==> config.mk <==
export PLATFORM = sky130hd
export DESIGN_NAME = uc_sequencer
export DESIGN_NICKNAME = d
export VERILOG_FILES = /design/src/rtl/uc_pkg.sv /design/src/rtl/uc_tcount.sv /design/src/rtl/uc_sequencer.sv
export SDC_FILE = /design/constraint.sdc
export NUM_CORES = 1
export LEC_CHECK = 0
export CORE_AREA = 2 2 42 44
export DETAILED_ROUTE_END_ITERATION = 8
export DIE_AREA = 0 0 44 46
export GPL_ROUTABILITY_DRIVEN = 0
export GPL_TIMING_DRIVEN = 0
export MAX_ROUTING_LAYER = met4
export PLACE_DENSITY = 0.76
export SETUP_SLACK_MARGIN = 0.5
export SLEW_MARGIN = 20
export SYNTH_ARGS = -nofsm -noshare
export SYNTH_HDL_FRONTEND = slang
export SYNTH_SLANG_ARGS = --single-unit
==> constraint.sdc <==
create_clock -name CLK -period 4.4 [get_ports CLK]
set_clock_uncertainty 0.2 [all_clocks]
set_input_delay 0.88 -clock CLK [delete_from_list [all_inputs] [get_ports CLK]]
set_output_delay 0.88 -clock CLK [all_outputs]
set_load 0.005 [all_outputs]
==> src/rtl/uc_pkg.sv <==
// Shared constants for the microcoded sequencer: T-state and opcode names
// plus the sequencer FSM state encoding.
package uc_pkg;

  localparam logic [3:0] T0 = 4'h0, T1 = 4'h1, T2 = 4'h2, T3 = 4'h3;
  localparam logic [3:0] T4 = 4'h4, T5 = 4'h5, T6 = 4'h6, T7 = 4'h7;
  localparam logic [3:0] T8 = 4'h8, T9 = 4'h9, TA = 4'hA, TB = 4'hB;
  localparam logic [3:0] TC = 4'hC, TD = 4'hD, TE = 4'hE, TF = 4'hF;

  localparam logic [3:0] Q0 = 4'h0, Q1 = 4'h1, Q2 = 4'h2, Q3 = 4'h3;
  localparam logic [3:0] Q4 = 4'h4, Q5 = 4'h5, Q6 = 4'h6, Q7 = 4'h7;
  localparam logic [3:0] Q8 = 4'h8, Q9 = 4'h9, QA = 4'hA, QB = 4'hB;
  localparam logic [3:0] QC = 4'hC, QD = 4'hD, QE = 4'hE, QF = 4'hF;

  typedef enum logic {
    ST_RUN    = 1'b0,
    ST_HALTED = 1'b1
  } seq_state_e;

endpackage

==> src/rtl/uc_tcount.sv <==
// T-state counter: clears on request, wraps at TMAX and flags the wrap as a
// sticky overrun, and holds whenever en is low (halted or wait-stalled).
module uc_tcount
  import uc_pkg::*;
#(
  parameter int unsigned     TW   = 4,
  parameter logic [TW-1:0]   TMAX = TW'(4'hC)
) (
  input  logic          clk,
  input  logic          rst_n,
  input  logic          en,
  input  logic          clr,
  output logic [TW-1:0] t,
  output logic          boundary,
  output logic          ovr
);

  logic [TW-1:0] t_q, t_d;
  logic          ovr_q, ovr_d;
  logic          at_max;

  assign at_max   = (t_q == TMAX);
  assign boundary = en && (clr || at_max);

  // An explicit clear wins over the wrap, so a clear at TMAX is not an overrun.
  always_comb begin
    t_d   = t_q;
    ovr_d = ovr_q;
    if (en) begin
      if (clr || at_max) t_d = '0;
      else               t_d = t_q + TW'(1);
      if (!clr && at_max) ovr_d = 1'b1;
    end
  end

  always_ff @(posedge clk or negedge rst_n) begin
    if (!rst_n) begin
      t_q   <= TW'(T0);
      ovr_q <= 1'b0;
    end else begin
      t_q   <= t_d;
      ovr_q <= ovr_d;
    end
  end

  assign t   = t_q;
  assign ovr = ovr_q;

endmodule

==> src/rtl/uc_sequencer.sv <==
// Microcode sequencer: T-state counter, instruction register, condition-code
// register and RUN/HALTED FSM. Define SEQ_WAIT_EN to let WAIT stall RUN cycles.
module uc_sequencer
  import uc_pkg::*;
#(
  parameter int unsigned   TW   = 4,
  parameter int unsigned   OPW  = 4,
  parameter logic [TW-1:0] TMAX = TW'(4'hC)
) (
  input  logic           CLK,
  input  logic           RESET_N,
  input  logic [7:0]     MBR,
  input  logic           X0,
  input  logic           X14,
  input  logic           X18,
  input  logic           ALU_C,
  input  logic           ALU_Z,
  input  logic           HALT_REQ,
  input  logic           WAIT,
  output logic [TW-1:0]  T,
  output logic [OPW-1:0] Q,
  output logic           C,
  output logic           Z,
  output logic           HALT_ACK,
  output logic           OVR
);

  logic freeze;
`ifdef SEQ_WAIT_EN
  assign freeze = WAIT;
`else
  logic unused_wait;
  assign unused_wait = WAIT;
  assign freeze      = 1'b0;
`endif

  seq_state_e     state_q, state_d;
  logic [OPW-1:0] ir_q, ir_d;
  logic           c_q, c_d, z_q, z_d;
  logic           ack_q, ack_d;
  logic           run_en;
  logic           boundary;

  assign run_en = (state_q == ST_RUN) && !freeze;

  uc_tcount #(
    .TW   (TW),
    .TMAX (TMAX)
  ) u_tcount (
    .clk      (CLK),
    .rst_n    (RESET_N),
    .en       (run_en),
    .clr      (X14),
    .t        (T),
    .boundary (boundary),
    .ovr      (OVR)
  );

  // Halt is only taken at an instruction boundary, i.e. when T is being cleared.
  always_comb begin
    state_d = state_q;
    ir_d    = ir_q;
    c_d     = c_q;
    z_d     = z_q;
    ack_d   = ack_q;
    if (run_en) begin
      if (X0) ir_d = OPW'(MBR[7:4]);
      if (X18) begin
        c_d = ALU_C;
        z_d = ALU_Z;
      end
      if (boundary && HALT_REQ) begin
        state_d = ST_HALTED;
        ack_d   = 1'b1;
      end
    end else if (state_q == ST_HALTED && !HALT_REQ) begin
      state_d = ST_RUN;
      ack_d   = 1'b0;
    end
  end

  always_ff @(posedge CLK or negedge RESET_N) begin
    if (!RESET_N) begin
      state_q <= ST_RUN;
      ir_q    <= OPW'(Q0);
      c_q     <= 1'b0;
      z_q     <= 1'b0;
      ack_q   <= 1'b0;
    end else begin
      state_q <= state_d;
      ir_q    <= ir_d;
      c_q     <= c_d;
      z_q     <= z_d;
      ack_q   <= ack_d;
    end
  end

  assign Q        = ir_q;
  assign C        = c_q;
  assign Z        = z_q;
  assign HALT_ACK = ack_q;

endmodule

After elaboration in Yosys (flattened, before gate mapping) --
Index checks and enable logic that the tools add are counted.
Operators by class: multiplexer cells 7, $add $sub $neg 1, reductions and logical operators 12, bitwise operators 1, equal/unequal tests 2
Operators with widths (count):
- $reduce_and A2 Y1 | 4
- $mux W1 | 6
- $add A4 B1 Y4 const B | 1
- $eq A4 B4 Y1 const B | 1
- $logic_and A1 B1 Y1 | 4
- $mux W4 | 1
- $logic_not A1 Y1 | 2
- $ne A2 B1 Y1 const B | 1
- $reduce_bool A2 Y1 | 1
- $logic_or A1 B1 Y1 | 1
- $not A1 Y1 | 1
Storage, ports and cells: bits in registers 13, word-level logic and storage cells 30, output and inout port bits 12, input port bits 17

Logic depth before layout (Yosys ltp) --
word-level depth 6, mapped depth 5, mapped depth without buffers 5

Cells and area by module --
Synthesis repeated with hierarchy kept, for this count alone.
Second synthesis, totals: cells, all modules 48, area, all modules 596.8 sq um
By module, submodules not included:
- uc_sequencer | area an instance 330.3 sq um, sequential area each 200.2 sq um, cells an instance 21, times used 1
- uc_tcount | area an instance 266.5 sq um, sequential area each 125.1 sq um, cells an instance 27, times used 1

Least setup slack after synthesis --
OpenSTA, ideal clock, no wires.
kind input port to flip-flop, start input port X0, end register ir_q[0] (netlist: Q[0]), setup time 0.125 ns, setup slack 2.669 ns, required time 4.075 ns, buffers on the path 0, cell stages on the path 2, arrival 1.406 ns, cells stage by stage nor2b_2 mux2_2
On the way: longest elaborated chain between the ends 1
Ends and longest elaborated chain:
- start: declaration | line uc_sequencer.sv:13 | input logic X0,
- $reduce_and A2 Y1 (no line)
- end signal: assignment | line uc_sequencer.sv:85 | ir_q <= OPW'(Q0);
- end signal: assignment | line uc_sequencer.sv:91 | ir_q <= ir_d;
- end: declaration | line uc_sequencer.sv:38 | logic [OPW-1:0] ir_q, ir_d;
No other way between the ends. A chain may end at the register's enable or synchronous reset.

Final worst setup path --
start register u_tcount.t_q[2] (netlist: u_tcount.t[2]), end output port T[2]
RTL lines:
- start: declaration | line uc_tcount.sv:18 | logic [TW-1:0] t_q, t_d;
- start signal: assignment | line uc_tcount.sv:38 | t_q <= TW'(T0);
- start signal: assignment | line uc_tcount.sv:41 | t_q <= t_d;
- end: declaration | line uc_sequencer.sv:20 | output logic [TW-1:0] T,
No word-level cell between the ends.

==> impl_metrics.yaml <==
sta:
  period_minus_slack_ns: 2.33
  period_share_pct: 53.0
  hold_violations: 0
  setup_tns_ns: 0
  drv_slew: 0
  rsz0062_at_grt: "false"
  max_freq_ghz: 0.429
  maxSlewHeadroom_pct: 62.1
  tightest_slew_ns: 0.566
  fin_ws_ns: 2.07
  setup_viol_count_final: 0
floorplanning:
  num_rows: 15
  die_width_um: 44
  die_area_mm2: 0.00202
  initial_core_util_pct: 36.9
  core_area_mm2: 0.00161
  die_h_um: 46
  io_pins: 29
setup_path:
  crit_buf_inv: 1
  required_ns: 3.32
  worst_setup_path_end_kind: "primary output"
  worstSetupPathType: "flip-flop to primary output"
  crit_chain: "clkdlybuf4s50_1"
  arrival_ns: 1.25
  critPathTopFamily: "buffers and inverters"
  crit_fanout: 7
  start_kind: "flip-flop"
  cpMaxStageDelayCell: "clkdlybuf4s50_1"
  max_stage_delay_ns: 0.53
grt:
  antenna_found_initial: 0
  grt_usage_pct: 13.4
  gr-total-overflow: 0
  grt_pass1_vias: 417
  grt_pass1_wl_um: 1740
  grt_max_degree: 14
pwr:
  clkPwrFrac_pct: 24.3
  power_density_mw_per_mm2: 345
  p_leak_nw: 0.393
  p_sw_share_pct: 25.5
  p_comb_share_pct: 26.7
  internal-power_w: 0.000224
  vdd_drop_max_mv: 0.167
  pwr-share-seq_pct: 49.0
  switchingPower_w: 0.0000768
drt:
  drt-initial-drc-count: 7
  drc: 0
  via_count: 459
  first_pass_iters: 4
  avgRoutedWirePerCell_um: 12.4
  via_per_inst: 4.99
  ant_nets: 0
  wl_um: 1140
clock_tree:
  cts_setup_buffers: 0
  cts_tree: "done"
  clkLatencyLatePin_ns: 0.27
  cts_resized: 0
  ctsHoldBuffers: 0
  ctsLongestPathBuffers: 2
  cts_sinks: 13
  ctsRootBufferMaster: "clkbuf_4"
  path_clk_slew_ns: 0.08
  cts_buffers: 3
  cts_htree_levels: 1
placed_design:
  dpl.cell_count: 88
  dp_worst_setup_slack_ns: 2.14
  dpl_cell_area_um2: 847
  io_buffers: 23
  hpwl_um: 865
finish:
  layout.nets: 95
  final_cells: 92
  layout-area-overhead-vs-synth_pct: 46.6
  drive_above_1_share_pct: 17.3
  num_antenna_cells: 0
  design_area_um2: 873
  fillCellCount: 151
synthesis:
  syn_area_um2: 596
  post-synth-top-count-cell: "dfrtp_1"
  synth_cells: 48
  synthFlopType: "dfrtp_1"
  ys_seq_area_share_pct: 54.6
  syn_avg_cell_area_um2: 12.4
  yosys-top-cells-area: "dfrtp_1, mux2_2, mux2_4"
  ys_warn_count: 0
  synthArstFlopShare_pct: 100
  synth_edf_count: 0
  synth_top_area_share_pct: 54.6
  yosys.area.top_type: "dfrtp_1"
  synth_cell_types: 24
  synth_seq_cells: 13
  synthTopCellsByCount: "dfrtp_1, mux2_2, inv_1, nand2_1"
  synth_fp_nets: 67
flow_run:
  max_cap_violations: 0
status:
  status: "finished clean"
hold_path:
  hold_path.class: "flip-flop to flip-flop"
-- layout by cell type (no fill, tap or decap), types with 2 or more instances in the layout --
| cell | instances |
|---|---|
| clkdlybuf4s50_1 | 23 |
| inv_1 | 3 |
| mux2_4 | 2 |
| a21oi_1 | 2 |
| o21ai_0 | 2 |
| mux2_2 | 4 |
| nand2_1 | 3 |
| clkbuf_4 | 3 |
| ha_1 | 2 |
| dfrtp_1 | 13 |
| nor2b_1 | 2 |
-- path summary, 6_finish.rpt --
path / end / slack [ns] / start / cells after the start
worst min-delay path: u_tcount.ovr$_DFFE_PN0P_ / 0.28 / u_tcount.ovr$_DFFE_PN0P_ / 1
min in group asynchronous: u_tcount.t[0]$_DFFE_PN0N_ / 0.77 / RESET_N / 1
worst max register to register: HALT_ACK$_DFFE_PN0P_ / 2.81 / u_tcount.t[0]$_DFFE_PN0N_ / 5
max in group asynchronous: Q[2]$_DFFE_PN0P_ / 2.86 / RESET_N / 1
worst max-delay path: T[2] / 2.07 / u_tcount.t[2]$_DFFE_PN0N_ / 1
worst min register to register: u_tcount.ovr$_DFFE_PN0P_ / 0.28 / u_tcount.ovr$_DFFE_PN0P_ / 1
-- metrics by stage --
stage	total power (W)	hold slack [ns]	util, %
2_1_floorplan	0.000182	0.260	-
3_3_place_gp	0.000229	0.255	52.5
3_5_place_dp	0.000232	0.260	52.5
4_1_cts	0.000304	0.285	54.1
5_1_grt	0.000323	0.313	54.1
6_report	0.000301	0.281	54.1
-- flip-flops by register name (all words and copies together) (netlist names) --
| register | cells |
|---|---|
| u_tcount.t | 4 |
| C | 1 |
| Q | 4 |
| HALT_ACK | 1 |
| Z | 1 |
| state_q | 1 |
| u_tcount.ovr | 1 |
-- cell type report --
| cell class | instances | area, um^2 | share of cell area [%] |
|---|---|---|---|
| flip-flops and latches | 13 | 325 | 37.2 |
| multi-input cells | 31 | 251 | 28.8 |
| repair buffers | 23 | 230 | 26.4 |
| clock buffers | 4 | 26.3 | 3.01 |
| well taps | 17 | 21.3 | 2.44 |
| inverters | 3 | 11.3 | 1.29 |
| plain buffers | 1 | 7.51 | 0.860 |
-- logic make-up after synthesis --
logic type / share of synthesized area (%)
AOI/OAI and AO/OA: 13.2
adders and majority gates: 4.20
buffers and inverters: 3.15
DFF: 54.6
muxes: 12.6
and+or+nand+nor: 12.2
-- per-layer routing --
layer	global-route usage, %	vias to the layer above	share of wire, %
li1	-	224	-
met2	19.1	19	46
met4	12.7	0	2.7
met1	14.4	212	44
met5	-	-	0
met3	4.37	4	8.0
-- power by group through the flow --
stage | clock, W | sequential [W] | combinational [W]
2_1_floorplan | 0 | 0.000150 | 0.0000318
3_3_place_gp | 0 | 0.000150 | 0.0000788
3_5_place_dp | 0 | 0.000150 | 0.0000814
4_1_cts | 0.0000742 | 0.000148 | 0.0000817
5_1_grt | 0.0000842 | 0.000151 | 0.0000880
6_report | 0.0000732 | 0.000148 | 0.0000804
Note: power is estimated with default switching activity, not from simulation.
